===== src/rtl/add_share_ctrl_pkg.sv =====
// Shared types, defaults and the round-robin pick helper
// for the shared-adder controller.
package add_ctrl_pkg;

    localparam int NREQ_DEF = 4;
    localparam int IDW_DEF  = 2;
    localparam int W_DEF    = 32;
    localparam int NREQ_MAX = 8;

    typedef enum logic [1:0] {
        IDLE,
        EXEC,
        RESP
    } state_e;

    // First requester with valid set, searching upward from the one
    // after 'last' and wrapping at nreq. Returns 'last' when none is set.
    function automatic logic [2:0] rr_pick(
        input logic [NREQ_MAX-1:0] req,
        input logic [2:0]          last,
        input int unsigned         nreq
    );
        logic [2:0]  pick;
        logic        found;
        int unsigned idx;
        pick  = last;
        found = 1'b0;
        for (int unsigned k = 1; k <= NREQ_MAX; k++) begin
            idx = (32'(last) + k) % nreq;
            if (!found && (k <= nreq) && req[idx[2:0]]) begin
                pick  = idx[2:0];
                found = 1'b1;
            end
        end
        return pick;
    endfunction

endpackage


===== src/rtl/add_share_ctrl_if.sv =====
// Requester and response handshake bundle for the
// shared-adder controller.
interface add_share_ctrl_if #(
    parameter int NREQ = add_ctrl_pkg::NREQ_DEF,
    parameter int IDW  = add_ctrl_pkg::IDW_DEF,
    parameter int W    = add_ctrl_pkg::W_DEF
) ();

    logic [NREQ-1:0]   req_valid;
    logic [NREQ*W-1:0] req_a;
    logic [NREQ*W-1:0] req_b;
    logic [NREQ-1:0]   req_ready;

    logic              resp_valid;
    logic              resp_ready;
    logic [W-1:0]      resp_data;
    logic [IDW-1:0]    resp_id;
    logic              resp_carry;
    logic              resp_ovf;

    // Requesters plus result consumer
    modport master (
        output req_valid,
        output req_a,
        output req_b,
        output resp_ready,
        input  req_ready,
        input  resp_valid,
        input  resp_data,
        input  resp_id,
        input  resp_carry,
        input  resp_ovf
    );

    // The arbitrating controller
    modport slave (
        input  req_valid,
        input  req_a,
        input  req_b,
        input  resp_ready,
        output req_ready,
        output resp_valid,
        output resp_data,
        output resp_id,
        output resp_carry,
        output resp_ovf
    );

endinterface


===== src/rtl/add_share_ctrl_add.sv =====
// Plain combinational W-bit adder used as the shared
// datapath; sum wraps modulo 2^W.
module ADD #(
    parameter int W = 32
) (
    input  logic [W-1:0] in1,
    input  logic [W-1:0] in2,
    output logic [W-1:0] Result
);

    assign Result = in1 + in2;

endmodule


===== src/rtl/add_share_ctrl.sv =====
// Round-robin controller sharing one ADD among NREQ
// requesters; returns a registered, ID-tagged sum.
module add_share_ctrl
    import add_ctrl_pkg::*;
#(
    parameter int NREQ = NREQ_DEF,
    parameter int IDW  = IDW_DEF,
    parameter int W    = W_DEF
) (
    input  logic              clk,
    input  logic              rst_n,
    add_share_ctrl_if.slave   bus,
    output logic              busy,
    output logic [15:0]       ops_done
);

    state_e           state_q;
    logic [IDW-1:0]   last_q;
    logic [W-1:0]     a_q;
    logic [W-1:0]     b_q;
    logic [IDW-1:0]   id_q;
    logic [W-1:0]     data_q;
    logic [IDW-1:0]   rid_q;
    logic             carry_q;
    logic             ovf_q;
    logic             rvalid_q;
    logic [15:0]      ops_q;

    logic [NREQ_MAX-1:0] req_pad;
    logic [2:0]          pick;
    logic [IDW-1:0]      grant_id;
    logic                any_req;
    logic [NREQ-1:0]     ready_c;

    logic [W-1:0]     sum_c;
    logic [W:0]       wide_c;
    logic             carry_c;
    logic             ovf_c;
    logic             unused_wide_lo;

    assign req_pad  = NREQ_MAX'(bus.req_valid);
    assign pick     = rr_pick(req_pad, 3'(last_q), NREQ);
    assign grant_id = IDW'(pick);
    assign any_req  = |bus.req_valid;

    // One-hot accept, only while idle and something is offered
    always_comb begin
        ready_c = '0;
        if ((state_q == IDLE) && any_req) begin
            ready_c[grant_id] = 1'b1;
        end
    end

    ADD #(
        .W(W)
    ) u_add (
        .in1   (a_q),
        .in2   (b_q),
        .Result(sum_c)
    );

    // Carry comes from a W+1-bit add beside the shared adder;
    // its low bits duplicate ADD's result and are not needed.
    assign wide_c         = {1'b0, a_q} + {1'b0, b_q};
    assign carry_c        = wide_c[W];
    assign unused_wide_lo = ^wide_c[W-1:0];
    assign ovf_c          = (a_q[W-1] == b_q[W-1])
                          & (sum_c[W-1] != a_q[W-1]);

    // Controller FSM: grant/latch, execute, hold the result
    always_ff @(posedge clk or negedge rst_n) begin
        if (!rst_n) begin
            state_q  <= IDLE;
            last_q   <= IDW'(NREQ - 1);
            a_q      <= '0;
            b_q      <= '0;
            id_q     <= '0;
            data_q   <= '0;
            rid_q    <= '0;
            carry_q  <= 1'b0;
            ovf_q    <= 1'b0;
            rvalid_q <= 1'b0;
            ops_q    <= '0;
        end else begin
            case (state_q)
                IDLE: begin
                    if (any_req) begin
                        a_q     <= bus.req_a[grant_id*W +: W];
                        b_q     <= bus.req_b[grant_id*W +: W];
                        id_q    <= grant_id;
                        state_q <= EXEC;
                    end
                end
                EXEC: begin
                    data_q   <= sum_c;
                    carry_q  <= carry_c;
                    ovf_q    <= ovf_c;
                    rid_q    <= id_q;
                    rvalid_q <= 1'b1;
                    state_q  <= RESP;
                end
                RESP: begin
                    if (bus.resp_ready) begin
                        rvalid_q <= 1'b0;
                        last_q   <= rid_q;
                        ops_q    <= ops_q + 16'd1;
                        state_q  <= IDLE;
                    end
                end
                default: begin
                    state_q <= IDLE;
                end
            endcase
        end
    end

    assign bus.req_ready  = ready_c;
    assign bus.resp_valid = rvalid_q;
    assign bus.resp_data  = data_q;
    assign bus.resp_id    = rid_q;
    assign bus.resp_carry = carry_q;
    assign bus.resp_ovf   = ovf_q;

    assign busy     = (state_q != IDLE);
    assign ops_done = ops_q;

endmodule


===== src/flat_wrapper.sv =====
// flat-port wrapper written by rule: the top's interface ports become plain ports
module add_share_ctrl_flat import add_ctrl_pkg::*;
#(
    parameter int NREQ = NREQ_DEF,
    parameter int IDW  = IDW_DEF,
    parameter int W    = W_DEF
)
  (clk, rst_n, busy, ops_done, bus_req_valid, bus_req_a, bus_req_b, bus_resp_ready, bus_req_ready, bus_resp_valid, bus_resp_data, bus_resp_id, bus_resp_carry, bus_resp_ovf);
  add_share_ctrl_if #(.NREQ(NREQ), .IDW(IDW), .W(W)) bus_i ();
  input  logic clk;
  input  logic rst_n;
  output logic busy;
  output logic [15:0] ops_done;
  input wire logic [$bits(bus_i.req_valid)-1:0] bus_req_valid;
  input wire logic [$bits(bus_i.req_a)-1:0] bus_req_a;
  input wire logic [$bits(bus_i.req_b)-1:0] bus_req_b;
  input wire logic [$bits(bus_i.resp_ready)-1:0] bus_resp_ready;
  output wire logic [$bits(bus_i.req_ready)-1:0] bus_req_ready;
  output wire logic [$bits(bus_i.resp_valid)-1:0] bus_resp_valid;
  output wire logic [$bits(bus_i.resp_data)-1:0] bus_resp_data;
  output wire logic [$bits(bus_i.resp_id)-1:0] bus_resp_id;
  output wire logic [$bits(bus_i.resp_carry)-1:0] bus_resp_carry;
  output wire logic [$bits(bus_i.resp_ovf)-1:0] bus_resp_ovf;
  assign bus_i.req_valid = bus_req_valid;
  assign bus_i.req_a = bus_req_a;
  assign bus_i.req_b = bus_req_b;
  assign bus_i.resp_ready = bus_resp_ready;
  assign bus_req_ready = bus_i.req_ready;
  assign bus_resp_valid = bus_i.resp_valid;
  assign bus_resp_data = bus_i.resp_data;
  assign bus_resp_id = bus_i.resp_id;
  assign bus_resp_carry = bus_i.resp_carry;
  assign bus_resp_ovf = bus_i.resp_ovf;
  add_share_ctrl #(.NREQ(NREQ), .IDW(IDW), .W(W)) u_core (.clk(clk), .rst_n(rst_n), .bus(bus_i), .busy(busy), .ops_done(ops_done));
endmodule

===== config.mk =====
export PLATFORM = sky130hd
export DESIGN_NAME = add_share_ctrl_flat
export DESIGN_NICKNAME = d
export VERILOG_FILES = /design/src/rtl/add_share_ctrl_pkg.sv /design/src/rtl/add_share_ctrl_if.sv /design/src/rtl/add_share_ctrl_add.sv /design/src/rtl/add_share_ctrl.sv /design/src/flat_wrapper.sv
export SDC_FILE = /design/constraint.sdc
export NUM_CORES = 1
export LEC_CHECK = 0
export CAP_MARGIN = 10
export CORE_AREA = 2 2 141 143
export DETAILED_ROUTE_END_ITERATION = 12
export DIE_AREA = 0 0 143 145
export PLACE_DENSITY = 0.82
export SYNTH_ARGS = -nofsm -noshare
export SYNTH_HDL_FRONTEND = slang
export SYNTH_SLANG_ARGS = --single-unit

===== constraint.sdc =====
create_clock -name clk -period 2.7 [get_ports clk]
set_clock_uncertainty 0.05 [all_clocks]
set_input_delay 0.405 -clock clk [delete_from_list [all_inputs] [get_ports clk]]
set_output_delay 0.405 -clock clk [all_outputs]
set_load 0.1 [all_outputs]

Word level (Yosys, flattened, before mapping)
Index checks and enable logic that the tools add are counted.
Widths: inputs -> output; s select.
- bits of input ports: 263
- logic and storage cells: 72
- register bits: 123
- magnitude comparators: 6
- add/sub/neg operators: 7
- equal/unequal tests: 6
- shifts and indexed selects: 2
- muxes and demuxes: 23
- reductions and logical operators: 16
- bitwise logic cells: 1
- operator list (kind ; count):
    $shiftx 128x8->32 ; 2
    $add 32x32->33 ; 1
    $add 32x32->32 ; 1
    $add 16x1->16 const B ; 1
    $lt 2x4->1 const B ; 4
    $mux 2 ; 6
    $mux 1 ; 9
    $bmux 1 s2 ; 4
    $reduce_and 2->1 ; 4
    $pmux 2 s3 ; 1
    $logic_and 1x1->1 ; 5
    $add 2x1->2 const B ; 2
    $add 2x2->2 const B ; 2
    $mux 4 ; 1
    $reduce_bool 2->1 ; 2
    $reduce_or 4->1 ; 1
    $logic_not 1->1 ; 3
    $lt 2x3->1 const B ; 1
    $demux 1 s2 ; 1
    $eq 2x1->1 const B ; 1
    $eq 2x2->1 const B ; 1
    $ge 2x1->1 const B ; 1
    $logic_not 2->1 ; 1
    $ne 2x1->1 const B ; 1
    5 further kinds ; 5

Longest topological paths before layout
- word-level depth: 18
- depth in mapped cells: 10

Cells and area by module
A second synthesis with hierarchy kept.
- cells, all modules: 1098
- area total of the unflattened synthesis: 9310.2 um^2
- modules (own cells, without submodules) (module ; area each (um^2) ; instances ; cells an instance):
    add_share_ctrl ; 7566.0 ; 1 ; 857
    ADD ; 1744.2 ; 1 ; 241

Worst setup path after synthesis
Ideal clock, no wire load.
- path type: register -> output
- start point: register u_core.last_q[1]
- end point: output bus_req_ready[2]
- slack: -1.384 ns
- cell stages (with the launch flop): 8
- arrival time: 3.629 ns
- required time: 2.245 ns
- path through: dfstp_2 mux2i_1 o22ai_1 nor2_1 buf_2 buf_2 inv_1 nor3_1
- word-level cells in the longest chain between the ends: 18
- elaborated cells on any way between the ends: 31
- classes of those cells: add/sub (4); order compare (2); mux (18); reduce/logical (7)
- RTL lines (what ; RTL line ; RTL):
    from (decl) ; add_share_ctrl.sv:18 ; logic [IDW-1:0] last_q;
    from (signal assigned) ; add_share_ctrl.sv:74 ; last_q <= IDW'(NREQ - 1);
    from (signal assigned) ; add_share_ctrl.sv:105 ; last_q <= rid_q;
    $add 2x1->2 ; add_share_ctrl_pkg.sv:29 ; idx = (32'(last) + k) % nreq;
    $bmux 1 s2 ; add_share_ctrl_pkg.sv:30 ; if (!found && (k <= nreq) && req[idx[2:0]]) begin
    $mux 1 (not written as such) ; add_share_ctrl_pkg.sv:30 ;
    $mux 1 ; add_share_ctrl_pkg.sv:30 ;
    $logic_not 1->1 ; add_share_ctrl_pkg.sv:30 ;
    $logic_and 1x1->1 ; add_share_ctrl_pkg.sv:30 ;
    $mux 1 ; add_share_ctrl_pkg.sv:30 ;
    $logic_not 1->1 ; add_share_ctrl_pkg.sv:30 ;
    [2 not listed] ; - ;
    $logic_not 1->1 ; add_share_ctrl_pkg.sv:30 ;
    $logic_and 1x1->1 ; add_share_ctrl_pkg.sv:30 ;
    $mux 2 (*) ; add_share_ctrl_pkg.sv:30 ;
    $lt 2x3->1 (not written as such) or $ge 2x1->1 (tied branches) ; add_share_ctrl.sv:50 ; ready_c[grant_id] = 1'b1;
    $logic_and 1x1->1 (not written as such) ; add_share_ctrl.sv:50 ;
    $mux 1 (not written as such) ; add_share_ctrl.sv:50 ;
    $demux 1 s2 (*) ; - ;
    $mux 4 (*) ; add_share_ctrl.sv:49 ; if ((state_q == IDLE) && any_req) begin
    to (decl) ; flat_wrapper.sv:18 ; output wire logic [$bits(bus_i.req_ready)-1:0] bus_req_ready;
Mark *: on every way between the ends. The rest lies on a longest branch, timed or not. The select of a mux whose other input is x is not followed.

Worst setup path after layout
- start point: register u_core.b_q[1]
- end point: register u_core.data_q[27] (netlist: u_core.bus.resp_data[27])
- word-level cells in the longest chain between the ends: 1
- RTL lines (what ; RTL line ; RTL):
    from (decl) ; add_share_ctrl.sv:20 ; logic [W-1:0] b_q;
    from (signal assigned) ; add_share_ctrl.sv:89 ; b_q <= bus.req_b[grant_id*W +: W];
    $add 32x32->32 ; add_share_ctrl_add.sv:11 ; assign Result = in1 + in2;
    to (signal assigned) ; add_share_ctrl.sv:95 ; data_q <= sum_c;
    to (decl) ; add_share_ctrl.sv:22 ; logic [W-1:0] data_q;
Every way passes these cells.
A chain may end at the register's enable or synchronous reset.

==> impl_metrics.json <==
{
  "routedWlPerCell_um": 17.12,
  "total_power_mw": 16.84,
  "drcViolationCount": 0,
  "leakage_nw": 5.601,
  "r2r-start": "u_core.b_q[1]",
  "fin_ws_ns": 0.04368,
  "firstDrtPassIters": 5,
  "die_area_um2": 20740,
  "powerDensity_nw_per_um2": 1321,
  "initial_core_util_pct": 44.43,
  "end_kind": "register",
  "synth_top_cell_area_share_pct": 35.48,
  "cts_root_buffer": "clkbuf_16",
  "drv_slew": 0,
  "status": "complete, no violations",
  "syn_avg_cell_area_um2": 8.654,
  "ys.flop_type": "dfrtp_1",
  "crit_required_ns": 2.94,
  "final_cells": 1582,
  "drv_cap": 0,
  "fp.dieW_um": 143,
  "synthDistinctLibCells": 63,
  "syn-instance-count": 986,
  "ys_top_cells_by_area": "dfrtp_1 35%, mux2i_1 7.9%, nand2_1 6.6%",
  "clk_pin_slew_ns": 0.06,
  "cp-start-kind": "register",
  "dp_cells": 1545,
  "drive_gt1_share_pct": 15.26,
  "grt_pass1_wl_um": 43070,
  "yosys_warnings": 0,
  "period_needed_ns": 2.656,
  "grt_antenna_before_repair": 0,
  "post-place-ws_ns": 0.007971,
  "vias": 8301,
  "slew_headroom_pct": 65.58,
  "yosysTopAreaCell": "dfrtp_1",
  "setup_viol": 0,
  "coreArea_um2": 19210,
  "die_h_um": 145,
  "synthArstFlopShare_pct": 100.0,
  "hold_class": "in -> async",
  "cp.arrival_ns": 2.90,
  "drtIter0Drc": 518,
  "fmax_mhz": 376.5,
  "drt-vias-per-instance": 5.247,
  "ant_nets": 0,
  "rsz0062_at_grt": "yes",
  "h-tree-depth": 4,
  "synth_nets": 1283,
  "place_congestion": 0.9692,
  "wl_um": 27080,
  "cts_buffers": 17,
  "path_max_fanout": 5,
  "grt_max_degree": 65,
  "pin_count": 321,
  "gr-total-overflow": 0,
  "netlist_area_um2": 8533,
  "syn2layout_area_growth_pct": 49.31,
  "hold_viol_final": 0,
  "dpl.hpwl_um": 21760,
  "final_nets": 1601,
  "synth_edf_count": 0,
  "finalCritPeriodShare_pct": 98.38,
  "clk_latency_ns": 0.41,
  "cts_buffer_depth": 2,
  "ys_seq_elements": 123,
  "yosysSeqAreaShare_pct": 36.10,
  "utilization_pct": 66.33,
  "num_rows": 51,
  "numPortBuffers": 320,
  "cts.sinks": 123,
  "first_global_vias": 8534,
  "cts_tree": "done",
  "synth_most_common_cell": "nand2_1",
  "startpoint": "u_core.b_q[1]",
  "worst_pin_slew_ns": 0.5128,
  "grt_usage_pct": 26.29,
  "max-vdd-ir-drop_mv": 0.6004,
  "diodes": 0,
  "path_class": "reg -> reg",
  "synthTopCellsByCount": "151 x nand2_1, 121 x dfrtp_1, 104 x a21oi_1, 97 x nor2_1, 77 x o21ai_1"
}
[cell families (layout without fill, tap and decap cells)]
group                    after synthesis  count (layout)  synth area share (%)
AND/OR/NAND/NOR                      316             316                 16.03
AO/OA/AOI/OAI                        270             270                 18.30
multiplexers                         132             132                 16.48
flip-flops                           123             123                 36.10
buffers and inverters                 70             401                 3.812
XOR/XNOR                              41              41                 4.208
adder cells (fa/ha/maj)               34              34                 5.073
[cells in the final DEF (no fill, tap or decap), types with 3 or more instances in the layout]
| master | instances |
|---|---|
| o31ai_1 | 4 |
| xnor2_1 | 20 |
| xor2_1 | 21 |
| nand3_1 | 12 |
| nor2_1 | 96 |
| nand2b_1 | 6 |
| nor3_1 | 6 |
| nand3b_1 | 3 |
| o21ai_1 | 76 |
| a31oi_1 | 3 |
| o21ai_0 | 35 |
| mux2_2 | 42 |
| ha_1 | 33 |
| buf_4 | 87 |
| clkbuf_16 | 17 |
| o211ai_1 | 3 |
| a211oi_2 | 3 |
| nand2_1 | 151 |
| and2_1 | 3 |
| clkdlybuf4s50_1 | 261 |
| inv_1 | 7 |
| mux2_1 | 22 |
| clkinvlp_4 | 5 |
| and3_1 | 5 |
| o21bai_1 | 4 |
| nor2b_1 | 6 |
| buf_12 | 12 |
| inv_6 | 3 |
| mux2i_1 | 67 |
| dfrtp_1 | 121 |
| nand4_1 | 11 |
| a21o_1 | 10 |
| o22ai_1 | 3 |
| a21oi_2 | 3 |
| a211oi_1 | 3 |
| a21oi_1 | 104 |
[final timing paths]
path / endpoint / slack [ns] / cells after the start
setup / recovery: u_core.bus.resp_data[27] / 0.04 / 8
hold / removal: u_core.bus.resp_carry / 0.42 / 2
setup reg to reg: u_core.bus.resp_data[27] / 0.04 / 8
hold reg to reg: u_core.ops_done[15] / 0.42 / 1
max in group asynchronous: u_core.last_q[1] / 1.39 / 3
min in group clk: u_core.ops_done[15] / 0.42 / 1
[registers in the layout (all words and copies together) (netlist names), 2 cells and up]
name / cells
u_core.b_q: 32
u_core.last_q: 2
u_core.bus.resp_id: 2
u_core.id_q: 2
u_core.ops_done: 16
u_core.bus.resp_data: 32
u_core.state_q: 2
u_core.a_q: 32
[cell type report]
class,count,area (µm²)
multi-input combinational,793,5190
tap,265,331.6
clock buffer,19,442.9
sequential,123,3080
inverter,7,26.28
timing repair buffer,362,3527
clock inverter,13,142.6
fill,1562,6466
[report_power, final]
group          internal (mW)  leakage (nW)  switching, mW
registers               2.69          1.54          0.604
clock network           1.39         0.272          0.858
logic                   4.05          3.79           7.25
total                   8.13          5.60           8.71
[routing by layer]
| layer | global-route usage [%] | wire (µm) | vias up |
|---|---|---|---|
| met5 | 0 | 0 | - |
| met4 | 8.168 | 567 | 0 |
| met3 | 5.149 | 1592 | 46 |
| met2 | 42.58 | 12890 | 297 |
| met1 | 35.39 | 12030 | 3841 |
| li1 | - | - | 4117 |
[through the flow]
step           hold slack (ns)  setup TNS, ns  instance area [µm²]
6_report                0.4195              0                12740
5_1_grt                 0.4569       -0.03228                12740
4_1_cts                 0.4219              0                12720
3_5_place_dp            0.3066              0                12110
3_3_place_gp            0.2994              0                12110
2_1_floorplan          0.05941        -0.1829                 8558
[worst max-delay path, cell delays in order, from the launching register on]
cell	delay, ns
dfrtp_1	0.44
ha_1	0.34
a211oi_1	0.34
o211ai_2	0.16
a21oi_2	0.29
a21oi_1	0.11
a311oi_1	0.50
xor2_1	0.23
o21ai_1	0.07
[timing repair]
| item | 4_1_cts | 5_1_grt |
|---|---|---|
| buffers inserted | 2 | 2 |
| hold buffers | 1 | 0 |
| resized for setup | 0 | 2 |
| pin swaps | 1 | 1 |
| setup endpoints to repair | 1 | 8 |
| endpoints found under the hold margin | 26 | 0 |
Note: power is estimated with default switching activity, not from simulation.
